## config.mk

```make
export PLATFORM = sky130hd
export DESIGN_NAME = pc_sequencer
export DESIGN_NICKNAME = d
export VERILOG_FILES = /design/src/rtl/pc_sequencer.sv
export SDC_FILE = /design/constraint.sdc
export NUM_CORES = 1
export LEC_CHECK = 0
export BUFFER_PORTS_ARGS = -buffer_cell sky130_fd_sc_hd__buf_2
export CAP_MARGIN = 10
export CORE_ASPECT_RATIO = 0.9
export CORE_MARGIN = 1
export CORE_UTILIZATION = 39
export DETAILED_ROUTE_END_ITERATION = 8
export PLACE_DENSITY_LB_ADDON = 0.08
export RECOVER_POWER = 25
export SYNTH_ARGS = -nofsm -noshare
export SYNTH_HDL_FRONTEND = slang
export SYNTH_SLANG_ARGS = --single-unit
```

## constraint.sdc

```tcl
create_clock -name clk -period 6.3 [get_ports clk]
set_input_delay 0.63 -clock clk [delete_from_list [all_inputs] [get_ports clk]]
set_output_delay 0.63 -clock clk [all_outputs]
set_load 0.02 [all_outputs]
```

## src/rtl/pc_sequencer.sv

```systemverilog
// -----------------------------------------------------------------------------
// pc_sequencer
//
// Owns the program counter and sequences instruction fetch. It issues one
// req/ack read at a time to instruction memory, buffers the returned
// instruction for decode under a valid/ready handshake, and redirects the PC
// on branch, trap or halt.
//
// Parameters
//   XLEN          PC / address width
//   RESET_VECTOR  PC value loaded on reset
//   TRAP_VECTOR   PC loaded on trap
//   ILEN          instruction width
//
// Ports
//   clk            in   rising-edge clock
//   reset_n        in   asynchronous active-low reset
//   imem_req       out  fetch request, held high until imem_ack
//   imem_addr      out  fetch address, stable while imem_req is high
//   imem_ack       in   fetch complete, imem_rdata valid this cycle
//   imem_rdata     in   fetched instruction
//   instr_valid    out  buffered instruction valid to decode
//   instr          out  buffered instruction
//   instr_pc       out  PC of the buffered instruction
//   instr_ready    in   decode accepts instr this cycle
//   branch_taken   in   redirect request (1-cycle pulse)
//   branch_target  in   redirect address
//   trap           in   trap request (1-cycle pulse)
//   trap_pc        in   PC of the trapping instruction
//   epc            out  captured trap_pc
//   halt           in   stop fetching (level or pulse)
//   misalign_err   out  sticky: a redirect target was not 4-byte aligned
//   state          out  FSM state (00 IDLE, 01 FETCH, 10 HOLD, 11 HALTED)
// -----------------------------------------------------------------------------
module pc_sequencer #(
    parameter int unsigned     XLEN         = 64,
    parameter logic [XLEN-1:0] RESET_VECTOR = 64'h0,
    parameter logic [XLEN-1:0] TRAP_VECTOR  = 64'h100,
    parameter int unsigned     ILEN         = 32
) (
    input  logic            clk,
    input  logic            reset_n,
    output logic            imem_req,
    output logic [XLEN-1:0] imem_addr,
    input  logic            imem_ack,
    input  logic [ILEN-1:0] imem_rdata,
    output logic            instr_valid,
    output logic [ILEN-1:0] instr,
    output logic [XLEN-1:0] instr_pc,
    input  logic            instr_ready,
    input  logic            branch_taken,
    input  logic [XLEN-1:0] branch_target,
    input  logic            trap,
    input  logic [XLEN-1:0] trap_pc,
    output logic [XLEN-1:0] epc,
    input  logic            halt,
    output logic            misalign_err,
    output logic [1:0]      state
);

    localparam logic [1:0] S_IDLE   = 2'b00;
    localparam logic [1:0] S_FETCH  = 2'b01;
    localparam logic [1:0] S_HOLD   = 2'b10;
    localparam logic [1:0] S_HALTED = 2'b11;

    localparam logic [XLEN-1:0] PC_STEP = XLEN'(4);

    logic [1:0]      state_q,       state_d;
    logic [XLEN-1:0] pc_q,          pc_d;
    logic [XLEN-1:0] addr_q,        addr_d;
    logic            req_q,         req_d;
    logic            drop_q,        drop_d;
    logic            halt_pend_q,   halt_pend_d;
    logic            valid_q,       valid_d;
    logic [ILEN-1:0] instr_q,       instr_d;
    logic [XLEN-1:0] instr_pc_q,    instr_pc_d;
    logic [XLEN-1:0] epc_q,         epc_d;
    logic            mis_q,         mis_d;

    logic            redirect;
    logic [XLEN-1:0] target;
    logic            tgt_misaligned;
    logic            redirect_ok;
    logic [XLEN-1:0] pc_redir;
    logic            handshake;
    logic            ack_now;
    logic            stop_now;

    // Redirect resolution: trap wins over branch. A misaligned target is
    // never written into the PC; it stops the sequencer instead, so pc_redir
    // falls back to the current PC in that case.
    always_comb begin
        redirect       = trap | branch_taken;
        target         = trap ? TRAP_VECTOR : branch_target;
        tgt_misaligned = redirect && (target[1:0] != 2'b00);
        redirect_ok    = redirect && !tgt_misaligned;
        pc_redir       = redirect_ok ? target : pc_q;
        handshake      = valid_q && instr_ready;
        ack_now        = req_q && imem_ack;
        // A halt seen during an outstanding fetch is remembered in
        // halt_pend_q, since halt may be a single-cycle pulse.
        stop_now       = halt || halt_pend_q || tgt_misaligned;
    end

    // Next-state logic. In FETCH, req_q distinguishes a request in flight
    // (req_q=1) from the one-cycle gap after an ack whose data was thrown
    // away (req_q=0); the gap keeps imem_req from changing address while high.
    always_comb begin
        state_d     = state_q;
        pc_d        = pc_q;
        addr_d      = addr_q;
        req_d       = req_q;
        drop_d      = drop_q;
        halt_pend_d = halt_pend_q;
        valid_d     = valid_q;
        instr_d     = instr_q;
        instr_pc_d  = instr_pc_q;
        epc_d       = epc_q;
        mis_d       = mis_q;

        // epc is captured on every trap, even once halted.
        if (trap) begin
            epc_d = trap_pc;
        end

        if (tgt_misaligned && (state_q != S_HALTED)) begin
            mis_d = 1'b1;
        end

        case (state_q)
            S_IDLE: begin
                pc_d = pc_redir;
                if (stop_now) begin
                    state_d = S_HALTED;
                end else begin
                    state_d = S_FETCH;
                    req_d   = 1'b1;
                    addr_d  = pc_redir;
                end
            end

            S_FETCH: begin
                if (req_q) begin
                    if (ack_now) begin
                        req_d       = 1'b0;
                        drop_d      = 1'b0;
                        halt_pend_d = 1'b0;
                        if (stop_now) begin
                            pc_d    = pc_redir;
                            state_d = S_HALTED;
                        end else if (drop_q || redirect_ok) begin
                            // Data belongs to a path that was redirected away.
                            pc_d = pc_redir;
                        end else begin
                            instr_d    = imem_rdata;
                            instr_pc_d = pc_q;
                            valid_d    = 1'b1;
                            pc_d       = pc_q + PC_STEP;
                            state_d    = S_HOLD;
                        end
                    end else begin
                        // The memory request cannot be aborted, so a redirect
                        // or stop only takes effect when its ack returns.
                        pc_d = pc_redir;
                        if (redirect_ok) begin
                            drop_d = 1'b1;
                        end
                        if (stop_now) begin
                            halt_pend_d = 1'b1;
                        end
                    end
                end else begin
                    pc_d = pc_redir;
                    if (stop_now) begin
                        state_d = S_HALTED;
                    end else begin
                        req_d  = 1'b1;
                        addr_d = pc_redir;
                    end
                end
            end

            S_HOLD: begin
                pc_d = pc_redir;
                if (stop_now) begin
                    valid_d = 1'b0;
                    state_d = S_HALTED;
                end else if (redirect_ok || handshake) begin
                    valid_d = 1'b0;
                    state_d = S_FETCH;
                    req_d   = 1'b1;
                    addr_d  = pc_redir;
                end
            end

            default: begin
                // HALTED: only reset_n leaves this state.
                req_d   = 1'b0;
                valid_d = 1'b0;
            end
        endcase
    end

    // State registers with asynchronous active-low reset.
    always_ff @(posedge clk or negedge reset_n) begin
        if (!reset_n) begin
            state_q     <= S_IDLE;
            pc_q        <= RESET_VECTOR;
            addr_q      <= RESET_VECTOR;
            req_q       <= 1'b0;
            drop_q      <= 1'b0;
            halt_pend_q <= 1'b0;
            valid_q     <= 1'b0;
            instr_q     <= '0;
            instr_pc_q  <= '0;
            epc_q       <= '0;
            mis_q       <= 1'b0;
        end else begin
            state_q     <= state_d;
            pc_q        <= pc_d;
            addr_q      <= addr_d;
            req_q       <= req_d;
            drop_q      <= drop_d;
            halt_pend_q <= halt_pend_d;
            valid_q     <= valid_d;
            instr_q     <= instr_d;
            instr_pc_q  <= instr_pc_d;
            epc_q       <= epc_d;
            mis_q       <= mis_d;
        end
    end

    assign imem_req     = req_q;
    assign imem_addr    = addr_q;
    assign instr_valid  = valid_q;
    assign instr        = instr_q;
    assign instr_pc     = instr_pc_q;
    assign epc          = epc_q;
    assign misalign_err = mis_q;
    assign state        = state_q;

endmodule

```

==> impl_metrics.csv <==
group,metric,value,unit
place,dpl.hpwl,31.4,mm
route,wire_per_inst,20.4,um
die,pin_count,396,
finish,num_antenna_cells,0,
route,routed_wl,45.8,mm
cts,cts_buffers,36,
die,die-area,35500,um^2
cts,postCtsSetupBuffers,0,
power,seqPwrFrac,0.453,
route,drc_errors,0,
worst_hold_path,hold_path_class,"in2async",
run_status,status,"complete, no violations",
cts,cts.sinks,295,
yosys,avgSynthCellArea,9.59,um^2
sta,rsz0062_at_grt,"false",
finish,fin_area,17100,um^2
sta,setup_ws,3.07,ns
grt,grt_pass1_vias,11765,
die,die_h,179,um
finish,nFillCells,3335,
finish,area_growth,26.2,%
die,core_area,34100,um^2
power,p_per_area,260,nW/um^2
yosys,synth_edf_count,0,
finish,layout_commonest_cell,"nand2_1",
grt,grt_max_degree,146,
route,num_vias,12142,
cts,root_buffer,"clkbuf_16",
power,power_frac_comb,0.080,
job,drv_cap,0,
cts,cts_buffer_depth,3,
sta,slew_headroom,0.292,
yosys,syn_area,13600,um^2
die,start_util,0.397,
yosys,synth-async-reset-ratio,1.00,
route,firstDrtPassIters,5,
power,p_clk_frac,0.467,
yosys,yosysTopAreaCellShare,0.545,
sta,slew_viol_final,0,
grt,grt_usage,0.255,
finish,utilization,0.501,
cts,ctsResizeCount,0,
route,vias_per_cell,5.40,
place,port_buffers,395,
sta,whs,0.115,ns
sta,skew,0.0172,ns
yosys,yosysTopAreaCell,"dfrtp_1",
die,num_rows,64,
cts,cts_hold_buf,0,
yosys,yosys_warnings,0,
yosys,synth_area_leaders,"dfrtp_1 54%, nand2_1 11%, mux2_2 6.6%",
worst_setup_path,cp_max_fo,63,
finish,drive_above_1_share,0.319,
cts,worstSkewPairLatency,0.52,ns
finish,final_cell_mix,"403 x nand2_1, 393 x buf_2, 295 x dfrtp_1",
power,power.share.switching,0.241,
worst_setup_path,required,6.70,ns
yosys,synth_cells,1413,
place,pre_cts_slack,2.55,ns
sta,final_hold_viol_count,0,
worst_setup_path,cp-end-kind,"flip-flop",
finish,fin_nets,1932,
sta,fmax,0.310,GHz
power,p_leak,8.57,nW
place,dpl_cell_area,15900,um^2
route,drt_iter0_drc,875,
worst_setup_path,start_kind,"input pin",
cts,tritoncts,"done",
grt,grt_pass1_wl,69.5,mm
sta,fin_crit_sh,0.513,
yosys,synth_seq_area_share,0.545,
worst_setup_path,worstPathArrival,3.63,ns
route,ant_nets,0,
yosys,yosys_register_bits,295,
sta,fin_setup_tns,0,ns
worst_setup_path,critical_path_class,"in2reg",
die,fp.dieW,198,um
yosys,synthFlopType,"dfrtp_1",
power,internal_power,3.37,mW
power,power_switching,1.07,mW
grt,antenna_found_initial,1,
power,ir_worst_vdd,0.279,mV
place,gp_congestion,0.863,
sta,worst_slew_pin_slew,1.06,ns
yosys,yosysUniqueCellTypes,60,
cts,clk_pin_slew,0.06,ns
sta,finalSetupViolCount,0,
sta,period_needed,3.23,ns
cts,cts_max_level,2,
grt,grt_overflow,0,
yosys,syn_nets,1581,
kinds of logic (layout without fill, tap and decap cells):
kind of cell,count (synthesis),in the layout,synth area share
buffers and inverters,109,481,0.0319
adders and majority gates,1,1,0.000923
and+or+nand+nor,617,617,0.202
DFF,295,295,0.545
xor gates and xnor gates,1,1,0.000646
AOI/OAI and AO/OA,279,279,0.130
muxes,111,111,0.0894
per-stage QoR:
step           cells  power, mW
4_1_cts         2247       4.51
2_1_floorplan   1413       2.21
5_1_grt         2247       4.60
3_3_place_gp    2188       2.40
6_report        2247       4.45
3_5_place_dp    2188       2.41
registers in the layout (all words and copies together), names as in the netlist:
signal	count
instr	32
imem_req	1
halt_pend_q	1
imem_addr	64
misalign_err	1
drop_q	1
instr_pc	64
epc	64
pc_q	64
state	2
instr_valid	1
per-layer routing:
layer	GRT usage	wire, um
met3	0.0730	4200
met2	0.390	20300
met5	0	0
met1	0.354	20500
met4	0.0654	856
worst max-delay path: stages:
cell     delay (ns)
buf_4          0.48
nor3b_1        0.18
nor3_1         0.68
nand3_4        0.66
buf_4          0.56
mux2_2         0.36
synth_stat cells, types with 3 or more instances:
library cell	n
nor4_1	7
o22ai_1	8
buf_1	16
a41oi_1	3
or2_2	3
o21ai_0	92
o211ai_1	6
nor3b_1	4
a211o_1	3
a32oi_1	8
nor3_2	4
and3_1	12
o311ai_0	4
nor2_1	53
mux2_2	80
o31a_1	5
dfrtp_1	295
a21oi_1	55
nor4b_1	3
nand3_1	37
buf_2	9
a211oi_1	10
a31oi_1	4
a311oi_1	5
o31ai_1	27
clkbuf_1	73
nand2_1	403
and4_1	10
inv_1	8
nand4_1	17
nor3_1	28
and4b_1	3
a22oi_1	32
buf_4	3
mux2i_1	31
and2_1	6
or4_1	6
nand2b_1	4
a21o_1	5
or3_1	6
worst paths after layout:
path / from / endpoint / slack (ns) / depth (start not counted)
setup / recovery: trap / imem_addr[7]$_DFFE_PN0P_ / 3.07 / 6
hold / removal: reset_n / instr[0]$_DFFE_PN0P_ / 0.11 / 1
setup reg to reg: state[1]$_DFFE_PN0P_ / imem_addr[7]$_DFFE_PN0P_ / 3.15 / 4
hold reg to reg: instr[30]$_DFFE_PN0P_ / instr[30]$_DFFE_PN0P_ / 0.46 / 2
max in group asynchronous: reset_n / drop_q$_DFFE_PN0P_ / 4.75 / 2
min in group clk: imem_rdata[30] / instr[30]$_DFFE_PN0P_ / 0.31 / 3
cell type report:
class / instances / area, um^2 / share of cell area
Tap cell: 462 / 578 / 0.0338
Clock buffer: 52 / 1090 / 0.0639
Sequential cell: 295 / 7380 / 0.432
Clock inverter: 7 / 88.8 / 0.00519
Inverter: 8 / 30.0 / 0.00176
Timing Repair Buffer: 414 / 2140 / 0.125
Multi-Input combinational cell: 1009 / 5790 / 0.339
power by group through the flow:
stage / logic [mW] / registers (mW) / clock network [mW]
after detailed placement: 0.362 / 2.05 / 0
after floorplan: 0.124 / 2.09 / 0
after global placement: 0.359 / 2.04 / 0
after global routing: 0.389 / 2.02 / 2.19
after CTS: 0.363 / 2.01 / 2.13
final: 0.357 / 2.01 / 2.07
Power figures use the tool's default switching activity.
